--- config.mk ---
export PLATFORM = sky130hd
export DESIGN_NAME = timer_controller_flat
export DESIGN_NICKNAME = d
export VERILOG_FILES = /design/src/rtl/timer_controller_if.sv /design/src/rtl/timer_controller.sv /design/src/flat_wrapper.sv
export SDC_FILE = /design/constraint.sdc
export NUM_CORES = 1
export LEC_CHECK = 0
export BUFFER_PORTS_ARGS = -buffer_cell sky130_fd_sc_hd__buf_2
export CAP_MARGIN = 10
export CORE_MARGIN = 10
export CORE_UTILIZATION = 55
export CTS_CLUSTER_DIAMETER = 30
export DETAILED_ROUTE_END_ITERATION = 6
export PLACE_DENSITY = 0.81
export SETUP_SLACK_MARGIN = 0.2
export SLEW_MARGIN = 20
export SYNTH_ARGS = -nofsm -noshare
export SYNTH_HDL_FRONTEND = slang
export SYNTH_SLANG_ARGS = --single-unit
--- constraint.sdc ---
create_clock -name clk -period 7.2 [get_ports clk]
set_clock_uncertainty 0.05 [all_clocks]
set_input_delay 1.8 -clock clk [delete_from_list [all_inputs] [get_ports clk]]
set_output_delay 1.8 -clock clk [all_outputs]
set_load 0.02 [all_outputs]
--- src/rtl/timer_controller_if.sv ---
// Button/divider inputs and display-side outputs of the lab timer controller.
interface timer_controller_if;
  logic       clk_1hz;
  logic       start;
  logic       stop;
  logic       softrst;
  logic       inc_min;
  logic       inc_sec;
  logic       mode_sw;
  logic [5:0] minutes;
  logic [5:0] seconds;
  logic       blink;
  logic       running;
  logic       alarm;
  logic [1:0] state;

  modport master (
    output clk_1hz, start, stop, softrst, inc_min, inc_sec, mode_sw,
    input  minutes, seconds, blink, running, alarm, state
  );

  modport slave (
    input  clk_1hz, start, stop, softrst, inc_min, inc_sec, mode_sw,
    output minutes, seconds, blink, running, alarm, state
  );
endinterface

--- src/rtl/timer_controller.sv ---
// Set/run/pause/alarm sequencer for the lab timer: owns the mm:ss registers,
// countdown or count-up stepping on 1 Hz edges, and the display status flags.
module timer_controller #(
  parameter int MAX_MIN    = 59,
  parameter int ALARM_SECS = 10
) (
  input  logic clk,
  input  logic rst,
  timer_controller_if.slave bus
);

  typedef enum logic [1:0] {
    IDLE  = 2'd0,
    RUN   = 2'd1,
    PAUSE = 2'd2,
    ALARM = 2'd3
  } state_t;

  localparam int         AW      = $clog2(ALARM_SECS + 1);
  localparam logic [5:0] MIN_TOP = 6'(MAX_MIN);
  localparam logic [5:0] SEC_TOP = 6'd59;
  localparam logic [AW-1:0] ACNT_LAST = AW'(ALARM_SECS - 1);

  state_t        state_q, state_n;
  logic [5:0]    min_q, min_n;
  logic [5:0]    sec_q, sec_n;
  logic          mode_q, mode_n;
  logic [AW-1:0] acnt_q, acnt_n;
  logic          prev_q;
  logic          blink_q, running_q, alarm_q;
  logic          tick;
  logic          zero_time, top_time;

  assign tick      = bus.clk_1hz & ~prev_q;
  assign zero_time = (min_q == 6'd0) && (sec_q == 6'd0);
  assign top_time  = (min_q == MIN_TOP) && (sec_q == SEC_TOP);

  // Strict priority chain: softrst > stop > start > inc > tick. Whichever
  // branch is taken consumes the cycle, so a losing tick is simply dropped.
  always_comb begin
    state_n = state_q;
    min_n   = min_q;
    sec_n   = sec_q;
    mode_n  = mode_q;
    acnt_n  = acnt_q;

    if (bus.softrst) begin
      state_n = IDLE;
      min_n   = 6'd0;
      sec_n   = 6'd0;
    end else if (bus.stop) begin
      case (state_q)
        RUN:   state_n = PAUSE;
        ALARM: begin
          state_n = IDLE;
          min_n   = 6'd0;
          sec_n   = 6'd0;
        end
        default: ;
      endcase
    end else if (bus.start) begin
      case (state_q)
        IDLE: begin
          mode_n = bus.mode_sw;
          // A countdown from 00:00 would alarm instantly; refuse it.
          if (bus.mode_sw || !zero_time) state_n = RUN;
        end
        PAUSE: state_n = RUN;
        ALARM: begin
          state_n = IDLE;
          min_n   = 6'd0;
          sec_n   = 6'd0;
        end
        default: ;
      endcase
    end else if (bus.inc_min || bus.inc_sec) begin
      if (state_q == IDLE) begin
        if (bus.inc_min) min_n = (min_q == MIN_TOP) ? 6'd0 : min_q + 6'd1;
        if (bus.inc_sec) sec_n = (sec_q == SEC_TOP) ? 6'd0 : sec_q + 6'd1;
      end
    end else if (tick) begin
      case (state_q)
        RUN: begin
          if (!mode_q) begin
            if (sec_q != 6'd0) begin
              sec_n = sec_q - 6'd1;
              if (min_q == 6'd0 && sec_q == 6'd1) begin
                state_n = ALARM;
                acnt_n  = '0;
              end
            end else if (min_q != 6'd0) begin
              min_n = min_q - 6'd1;
              sec_n = SEC_TOP;
            end else begin
              state_n = ALARM;
              acnt_n  = '0;
            end
          end else begin
            if (top_time) begin
              state_n = ALARM;
              acnt_n  = '0;
            end else if (sec_q == SEC_TOP) begin
              sec_n = 6'd0;
              min_n = min_q + 6'd1;
            end else begin
              sec_n = sec_q + 6'd1;
            end
          end
        end
        ALARM: begin
          if (acnt_q == ACNT_LAST) begin
            state_n = IDLE;
            min_n   = 6'd0;
            sec_n   = 6'd0;
            acnt_n  = '0;
          end else begin
            acnt_n = acnt_q + 1'b1;
          end
        end
        default: ;
      endcase
    end
  end

  // Status flags are decoded from the next state so they line up with it.
  always_ff @(posedge clk) begin
    if (rst) begin
      state_q   <= IDLE;
      min_q     <= 6'd0;
      sec_q     <= 6'd0;
      mode_q    <= 1'b0;
      acnt_q    <= '0;
      prev_q    <= 1'b0;
      blink_q   <= 1'b0;
      running_q <= 1'b0;
      alarm_q   <= 1'b0;
    end else begin
      state_q   <= state_n;
      min_q     <= min_n;
      sec_q     <= sec_n;
      mode_q    <= mode_n;
      acnt_q    <= acnt_n;
      prev_q    <= bus.clk_1hz;
      blink_q   <= (state_n == PAUSE) || (state_n == ALARM);
      running_q <= (state_n == RUN);
      alarm_q   <= (state_n == ALARM);
    end
  end

  assign bus.minutes = min_q;
  assign bus.seconds = sec_q;
  assign bus.blink   = blink_q;
  assign bus.running = running_q;
  assign bus.alarm   = alarm_q;
  assign bus.state   = state_q;

endmodule

--- src/flat_wrapper.sv ---
// flat-port wrapper written by rule: the top's interface ports become plain ports
module timer_controller_flat 
#(
  parameter int MAX_MIN    = 59,
  parameter int ALARM_SECS = 10
)
  (clk, rst, bus_clk_1hz, bus_start, bus_stop, bus_softrst, bus_inc_min, bus_inc_sec, bus_mode_sw, bus_minutes, bus_seconds, bus_blink, bus_running, bus_alarm, bus_state);
  timer_controller_if bus_i ();
  input  logic clk;
  input  logic rst;
  input wire logic [$bits(bus_i.clk_1hz)-1:0] bus_clk_1hz;
  input wire logic [$bits(bus_i.start)-1:0] bus_start;
  input wire logic [$bits(bus_i.stop)-1:0] bus_stop;
  input wire logic [$bits(bus_i.softrst)-1:0] bus_softrst;
  input wire logic [$bits(bus_i.inc_min)-1:0] bus_inc_min;
  input wire logic [$bits(bus_i.inc_sec)-1:0] bus_inc_sec;
  input wire logic [$bits(bus_i.mode_sw)-1:0] bus_mode_sw;
  output wire logic [$bits(bus_i.minutes)-1:0] bus_minutes;
  output wire logic [$bits(bus_i.seconds)-1:0] bus_seconds;
  output wire logic [$bits(bus_i.blink)-1:0] bus_blink;
  output wire logic [$bits(bus_i.running)-1:0] bus_running;
  output wire logic [$bits(bus_i.alarm)-1:0] bus_alarm;
  output wire logic [$bits(bus_i.state)-1:0] bus_state;
  assign bus_i.clk_1hz = bus_clk_1hz;
  assign bus_i.start = bus_start;
  assign bus_i.stop = bus_stop;
  assign bus_i.softrst = bus_softrst;
  assign bus_i.inc_min = bus_inc_min;
  assign bus_i.inc_sec = bus_inc_sec;
  assign bus_i.mode_sw = bus_mode_sw;
  assign bus_minutes = bus_i.minutes;
  assign bus_seconds = bus_i.seconds;
  assign bus_blink = bus_i.blink;
  assign bus_running = bus_i.running;
  assign bus_alarm = bus_i.alarm;
  assign bus_state = bus_i.state;
  timer_controller #(.MAX_MIN(MAX_MIN), .ALARM_SECS(ALARM_SECS)) u_core (.clk(clk), .rst(rst), .bus(bus_i));
endmodule
==> results of run 1 <==
state kept, by name, summed over array words and instances (netlist names):
| register | count |
|---|---|
| u_core.bus.running | 1 |
| u_core.bus.seconds | 6 |
| u_core.mode_q | 1 |
| u_core.bus.minutes | 6 |
| u_core.prev_q | 1 |
| u_core.bus.blink | 1 |
| u_core.bus.alarm | 1 |
| u_core.acnt_q | 4 |
| u_core.bus.state | 2 |
worst paths after layout:
kind	from	endpoint	depth (start not counted)
worst max-delay path	bus_inc_min	u_core.bus.minutes[4]	7
worst min-delay path	u_core.acnt_q[1]	u_core.acnt_q[1]	2
worst max register to register	u_core.bus.minutes[0]	u_core.acnt_q[3]	8
worst min register to register	u_core.acnt_q[1]	u_core.acnt_q[1]	2
worst register-to-register path, stage by stage (launching register included):
cell	delay, ns
dfxtp_1	0.42
inv_1	0.11
ha_1	0.19
nor3b_2	0.31
nand2_1	0.14
o32ai_1	0.59
o21ai_1	0.29
or4_1	0.52
a21oi_1	0.14
logic make-up after synthesis:
group,count (synthesis)
adders and majority gates,12
and+or+nand+nor,111
AOI/OAI and AO/OA,71
buffers and inverters,28
xor gates and xnor gates,6
DFF,23
muxes,2
layer usage:
layer,track usage,up-vias,wire [µm]
met5,0,-,0
met4,0.0573,0,98
met3,0.0405,15,535
met2,0.247,142,2320
met1,0.220,932,2250
li1,-,967,-
cell usage in the layout (no fill, tap or decap), types with 6 or more instances in the layout:
master / count
a21oi_1: 15
buf_2: 25
dfxtp_1: 23
ha_1: 12
inv_1: 12
nand2_1: 21
nand3_1: 6
nor2_1: 24
nor3_1: 14
nor4_1: 6
o21ai_0: 10
or3_1: 8
power breakdown:
part           leakage, µW  internal (µW)  switching, µW
Clock            0.0000150           21.7           41.6
Combinational     0.000571           19.0           33.8
Sequential        0.000186            129           4.17
metrics by stage:
stage | setup WS [ns] | util
after detailed placement | 3.40 | 0.604
final | 3.73 | 0.612
after CTS | 3.75 | 0.612
after global placement | 3.43 | 0.604
after floorplan | 3.61 | -
after global routing | 3.61 | 0.612
layout make-up:
cell class / count / area (µm²)
multi-input cells: 202 / 1330
fillers: 326 / 1290
flip-flops and latches: 23 / 460
repair buffers: 25 / 125
well taps: 46 / 57.6
inverters: 12 / 45.0
clock buffers: 4 / 26.3
==> results_dict.tcl, run 1 <==
set metrics [dict create \
    synth_async_sr_flop_share 0 \
    yosysTopAreaCell "dfxtp_1" \
    maxSlewViolCount 0 \
    syn-cell-area_mm2 0.00191 \
    synth_xor_xnor_area_share 0.0275 \
    hold_viol 0 \
    synth_area_leaders "dfxtp_1 (24%), ha_1 (7.8%), nor2_1 (4.7%)" \
    drive_above_1_share 0.135 \
    synth_common_cells "nor2_1 (24), dfxtp_1 (23), nand2_1 (21), a21oi_1 (15), nor3_1 (14)" \
    arrival_ns 3.66 \
    std_cell_rows 21 \
    outcome "finished clean" \
    synth_compound_gate_area_share 0.274 \
    worst_pin_slew_ns 0.775 \
    postCtsSetupRepairBufs 0 \
    io_buffers 25 \
    overflow 0 \
    grt_pass1_wl_um 8700 \
    vias_per_cell 6.59 \
    antenna_found_initial 0 \
    synth_fp_nets 274 \
    powerDensity_mw_per_mm2 122 \
    min_period_ns 3.47 \
    fmax_ghz 0.288 \
    core_mm2 0.00334 \
    crit_required_ns 7.38 \
    cts_buffers 3 \
    grt_usage 0.164 \
    slowest_delay_ns 0.41 \
    synth-simple-area-share 0.303 \
    dieHeight_um 79.0 \
    r2r_setup_slack_ns 4.40 \
    start_kind "input pin" \
    synth.avg_cell_area_um2 7.56 \
    yosysTopAreaCellShare 0.241 \
    grt_pass1_vias 1858 \
    drt_iter0_markers 396 \
    clock_sinks 23 \
    path_cells "buf_2 > or2_1 > a211o_1 > o21ai_4 > o2111ai_4 > or3_1 > a32o_1" \
    critical_path.max_fanout 9 \
    synth-edff-count 0 \
    synth.most_common_cell "nor2_1" \
    synth_top_family_by_area "simple AND/OR/NAND/NOR gates" \
    cts_htree_levels 1 \
    synth_flop_cell "dfxtp_1" \
    hold_ws_ns 0.448 \
    crit_buf_inv 1 \
    final_nets 288 \
    holdBufCountCts 0 \
    synth.distinct_cells 59 \
    clock_path_buffers 2 \
    period_share 0.482 \
    synth_fa_ha_area_frac 0.0785 \
    io_pins 26 \
    cp_slowest_cell "or3_1" \
    grt_max_degree 19 \
    ys_warn_count 0 \
    cp_top_family "compound AO/OA/AOI/OAI gates" \
    stdcell_count 312 \
    dr.pass1.iters 6 \
    drt_wl_total_um 5200 \
    synthMuxAreaShare 0.0111 \
    routedWlPerCell_um 16.7 \
    drc 0 \
    leakagePower_uw 0.000772 \
    synthCells 253 \
    cts_resized 0 \
    globalplace.congestion 0.960 \
    cts_tree "yes" \
    ys_seq_area_frac 0.241 \
    ir_drop_v 0.0000714 \
    ys_ff_latch 23 \
    dp.cells 308 \
    crit_type "input pin to register" \
    design_area_mm2 0.00204 \
    hp-class "register to register" \
    relSlewSlack 0.479 \
    cap_violations 0 \
    end_kind "register" \
    finalSetupTns_ns 0 \
    fp.dieW_um 79.0 \
    antenna_cells 0 \
    area_growth_syn_to_layout_pct 6.74 \
    clkLatencyLatePin_ns 0.32 \
    grt_setup_unrepaired "false" \
    cts_root_buffer "clkbuf_4" \
    setup_violations 0 \
    power_uw 250 \
    dieArea_mm2 0.00624 \
    start_util 0.573 \
    vias 2056 \
    placed_cell_area_mm2 0.00202 \
    ant_nets 0 \
    clk_pin_slew_ns 0.13 \
    post-dp-hpwl_um 3810 \
]
Note: power is estimated with default switching activity, not from simulation.
==> inputs of run 2 (changes only) <==
==> constraint.sdc (replaced) <==
create_clock -name clk -period 3.2 [get_ports clk]
set_clock_uncertainty 0.05 [all_clocks]
set_input_delay 0.8 -clock clk [delete_from_list [all_inputs] [get_ports clk]]
set_output_delay 0.8 -clock clk [all_outputs]
set_load 0.02 [all_outputs]
==> results_dict.tcl, run 2 (synthesis gave the netlist of run 1 again) <==
set metrics [dict create \
    post-dp-hpwl_um 3860 \
    cts_root_buffer "clkbuf_4" \
    dieArea_mm2 0.00624 \
    grt_pass1_vias 1872 \
    finalSetupTns_ns 0 \
    area_growth_syn_to_layout_pct 7.91 \
    cts_buffers 3 \
    r2r_end "u_core.acnt_q[3]" \
    cap_violations 0 \
    p_seq_frac 0.531 \
    crit_type "register to register" \
    worst_pin_slew_ns 0.648 \
    dieHeight_um 79.0 \
    dr.pass1.iters 6 \
    postCtsSetupRepairBufs 0 \
    min_period_ns 2.80 \
    drc 0 \
    drive_above_1_share 0.145 \
    overflow 0 \
    reg2regPathDepth 8 \
    grt_usage 0.165 \
    io_buffers 25 \
    clock_sinks 23 \
    placed_cell_area_mm2 0.00204 \
    hp-class "register to register" \
    ir_drop_v 0.000170 \
    start_kind "register" \
    min_path_cells 2 \
    final_cell_mix "buf_2 (25), nor2_1 (24), dfxtp_1 (23)" \
    layout_commonest_cell "buf_2" \
    drt_wl_total_um 5380 \
    clk_pin_slew_ns 0.13 \
    p_sw_uw 180 \
    hold_viol 0 \
    clkPwrFrac 0.251 \
    routedWlPerCell_um 17.1 \
    grt_max_degree 19 \
    core_mm2 0.00334 \
    clkLatencyLatePin_ns 0.32 \
    relSlewSlack 0.567 \
    grt_setup_unrepaired "false" \
    reg2reg_from "u_core.bus.minutes[1]" \
    outcome "finished clean" \
    min_to "u_core.acnt_q[1]" \
    setup_violations 0 \
    leakagePower_uw 0.000788 \
    maxSlewViolCount 0 \
    hold_start "u_core.acnt_q[1]" \
    std_cell_rows 21 \
    crit_required_ns 3.41 \
    critical_path.max_fanout 8 \
    regArea_um2 460 \
    final_nets 291 \
    p_int_uw 385 \
    cts_tree "yes" \
    fmax_ghz 0.358 \
    antenna_found_initial 0 \
    period_share 0.874 \
    io_pins 26 \
    design_area_mm2 0.00206 \
    end_kind "register" \
    r2r_setup_slack_ns 0.40 \
    drt_iter0_markers 352 \
    powerDensity_mw_per_mm2 274 \
    globalplace.congestion 0.952 \
    start_util 0.573 \
    grt_pass1_wl_um 8820 \
    ant_nets 0 \
    vias_per_cell 6.52 \
    arrival_ns 3.01 \
    fp.dieW_um 79.0 \
    holdBufCountCts 0 \
    p_comb_frac 0.218 \
    swShare 0.319 \
    multi_input_area_mm2 0.00133 \
    cts_htree_levels 1 \
    num-fill-cells 315 \
    clock_path_buffers 2 \
    vias 2053 \
    cts_resized 0 \
    antenna_cells 0 \
]
## run 2: cell count changes in the layout (fill, tap and decap cells not counted)
| cell | previous run | this run |
|---|---|---|
| buf_4 | 0 | 3 |
## run 2: how the worst max path moves through the flow
stage / from / end / depth (start not counted)
6_report: u_core.bus.minutes[1] / u_core.acnt_q[3] / 8
5_1_grt: u_core.bus.minutes[1] / u_core.acnt_q[3] / 8
4_1_cts: u_core.bus.minutes[1] / u_core.acnt_q[3] / 8
3_5_place_dp: bus_start / u_core.acnt_q[3] / 7
3_3_place_gp: bus_inc_min / u_core.bus.minutes[4] / 7
2_1_floorplan: bus_inc_min / u_core.bus.minutes[4] / 7
## run 2: through the flow
stage / cells / hold WS, ns / total power (µW) / setup WS (ns) / utilization
6_report: 315 / 0.446 / 565 / 0.404 / 0.619
5_1_grt: 315 / 0.476 / 589 / 0.267 / 0.619
4_1_cts: 315 / 0.449 / 562 / 0.493 / 0.619
3_5_place_dp: 311 / 0.432 / 424 / 0.379 / 0.611
3_3_place_gp: 311 / 0.423 / 423 / 0.429 / 0.611
2_1_floorplan: 253 / 0.411 / 391 / 0.608 / -
## run 2: power groups by stage
stage	clock network (µW)	registers [µW]	logic (µW)
floorplan	0	307	84.2
global route	153	301	135
CTS	143	300	120
finish	142	300	123
detailed placement	0	306	118
global placement	0	306	117
## run 2: layout make-up
type,instances,area share
flip-flops and latches,23,0.223
multi-input cells,202,0.643
repair buffers,28,0.0715
inverters,12,0.0218
clock buffers,4,0.0127
well taps,46,0.0279
## run 2: routing by layer
layer  vias up  global-route usage  part of all wire  wire length (µm)
met3        14              0.0282             0.097               521
met5         -                   0                 0                 0
met4         0              0.0699             0.018                98
li1        976                   -                 -                 -
met2       125               0.255              0.46              2450
met1       938               0.220              0.43              2310
## run 2: worst max-delay path: stages, from the launching register on
cell and delay (ns):
dfxtp_1 0.40, inv_1 0.08, ha_1 0.17, nor3b_2 0.34
nand2_1 0.14, o32ai_1 0.62, o21ai_1 0.29, or4_1 0.52
a21oi_1 0.13
==> inputs of run 3 (changes only) <==
--- a/config.mk
+++ b/config.mk
@@ -9,6 +9,7 @@
 export CAP_MARGIN = 10
 export CORE_MARGIN = 10
 export CORE_UTILIZATION = 55
+export CTS_BUF_LIST = sky130_fd_sc_hd__clkbuf_8
 export CTS_CLUSTER_DIAMETER = 30
 export DETAILED_ROUTE_END_ITERATION = 6
 export PLACE_DENSITY = 0.81
==> results_dict.tcl, run 3 (synthesis gave the netlist of run 1 again) <==
set metrics [dict create \
    outcome "finished clean" \
    hp-class "register to register" \
    cts_tree "yes" \
    ir_drop_v 0.000205 \
    grt_usage 0.169 \
    finalSetupTns_ns 0 \
    area_growth_syn_to_layout_pct 8.89 \
    clkLatencyLatePin_ns 0.27 \
    crit_type "register to register" \
    globalplace.congestion 0.952 \
    drc 0 \
    dieHeight_um 79.0 \
    drt_wl_total_um 5400 \
    critical_path.max_fanout 8 \
    dieArea_mm2 0.00624 \
    vias 2068 \
    fmax_ghz 0.358 \
    layout_commonest_cell "buf_2" \
    design_area_mm2 0.00208 \
    clock_sinks 23 \
    period_share 0.872 \
    relSlewSlack 0.560 \
    postCtsSetupRepairBufs 0 \
    setup_violations 0 \
    holdBufCountCts 0 \
    arrival_ns 2.95 \
    cts_buffers 3 \
    grt_pass1_wl_um 8980 \
    start_util 0.573 \
    std_cell_rows 21 \
    clock_path_buffers 2 \
    cts_htree_levels 1 \
    grt_setup_unrepaired "false" \
    worst_pin_slew_ns 0.658 \
    post-dp-hpwl_um 3860 \
    drive_above_1_share 0.145 \
    clk_pin_slew_ns 0.08 \
    cts_resized 0 \
    cap_violations 0 \
    final_core_util 0.624 \
    crit_required_ns 3.36 \
    vias_per_cell 6.57 \
    leakagePower_uw 0.000800 \
    maxSlewViolCount 0 \
    drt_iter0_markers 359 \
    dr.pass1.iters 6 \
    antenna_cells 0 \
    io_pins 26 \
    ant_nets 0 \
    final_cell_mix "buf_2 (25), nor2_1 (24), dfxtp_1 (23)" \
    hold_ws_ns 0.439 \
    start_kind "register" \
    end_kind "register" \
    powerDensity_mw_per_mm2 291 \
    hold_viol 0 \
    io_buffers 25 \
    routedWlPerCell_um 17.1 \
    cts_root_buffer "clkbuf_8" \
    grt_max_degree 19 \
    fp.dieW_um 79.0 \
    grt_pass1_vias 1877 \
    antenna_found_initial 0 \
    overflow 0 \
    placed_cell_area_mm2 0.00204 \
    min_period_ns 2.79 \
    core_mm2 0.00334 \
    final_nets 291 \
]
## run 3: report_power, final
| group | leakage, µW | switching, µW | internal [µW] |
|---|---|---|---|
| clock | 0.0000269 | 97.8 | 86.0 |
| combinational | 0.000587 | 78.6 | 44.6 |
| sequential | 0.000186 | 8.44 | 291 |
| total | 0.000800 | 185 | 422 |
## run 3: routing by layer
metal	GRT usage	part of all wire	up-vias
met5	0	0	-
met2	0.261	0.45	127
met3	0.0282	0.10	23
li1	-	-	977
met4	0.0717	0.029	0
met1	0.227	0.42	941
## run 3: final cells by class
| cell class | count | area (µm²) |
|---|---|---|
| clock buffers | 3 | 41.3 |
| multi-input cells | 202 | 1330 |
| flip-flops and latches | 23 | 460 |
| repair buffers | 28 | 148 |
| clock inverters | 1 | 3.75 |
| inverters | 12 | 45.0 |
| fillers | 313 | 1250 |
| well taps | 46 | 57.6 |
## run 3: metrics by stage
step / cells / worst slack, ns / total power, µW
3_3_place_gp: 311 / 0.429 / 423
3_5_place_dp: 311 / 0.379 / 424
4_1_cts: 315 / 0.503 / 603
5_1_grt: 315 / 0.277 / 632
6_report: 315 / 0.410 / 606
2_1_floorplan: 253 / 0.608 / 391
## run 3: worst max-delay path, stage by stage, from the launching register on
cell and delay (ns):
dfxtp_1 0.39, inv_1 0.08, ha_1 0.18, nor3b_2 0.33, nand2_1 0.14, o32ai_1 0.63
o21ai_1 0.28, or4_1 0.52, a21oi_1 0.13
## run 3: worst paths after layout
path	startpoint	endpoint	slack (ns)	cells past startpoint
worst max-delay path	u_core.bus.minutes[1]	u_core.acnt_q[3]	0.41	8
worst max register to register	u_core.bus.minutes[1]	u_core.acnt_q[3]	0.41	8
worst min register to register	u_core.acnt_q[1]	u_core.acnt_q[1]	0.44	2
worst min-delay path	u_core.acnt_q[1]	u_core.acnt_q[1]	0.44	2
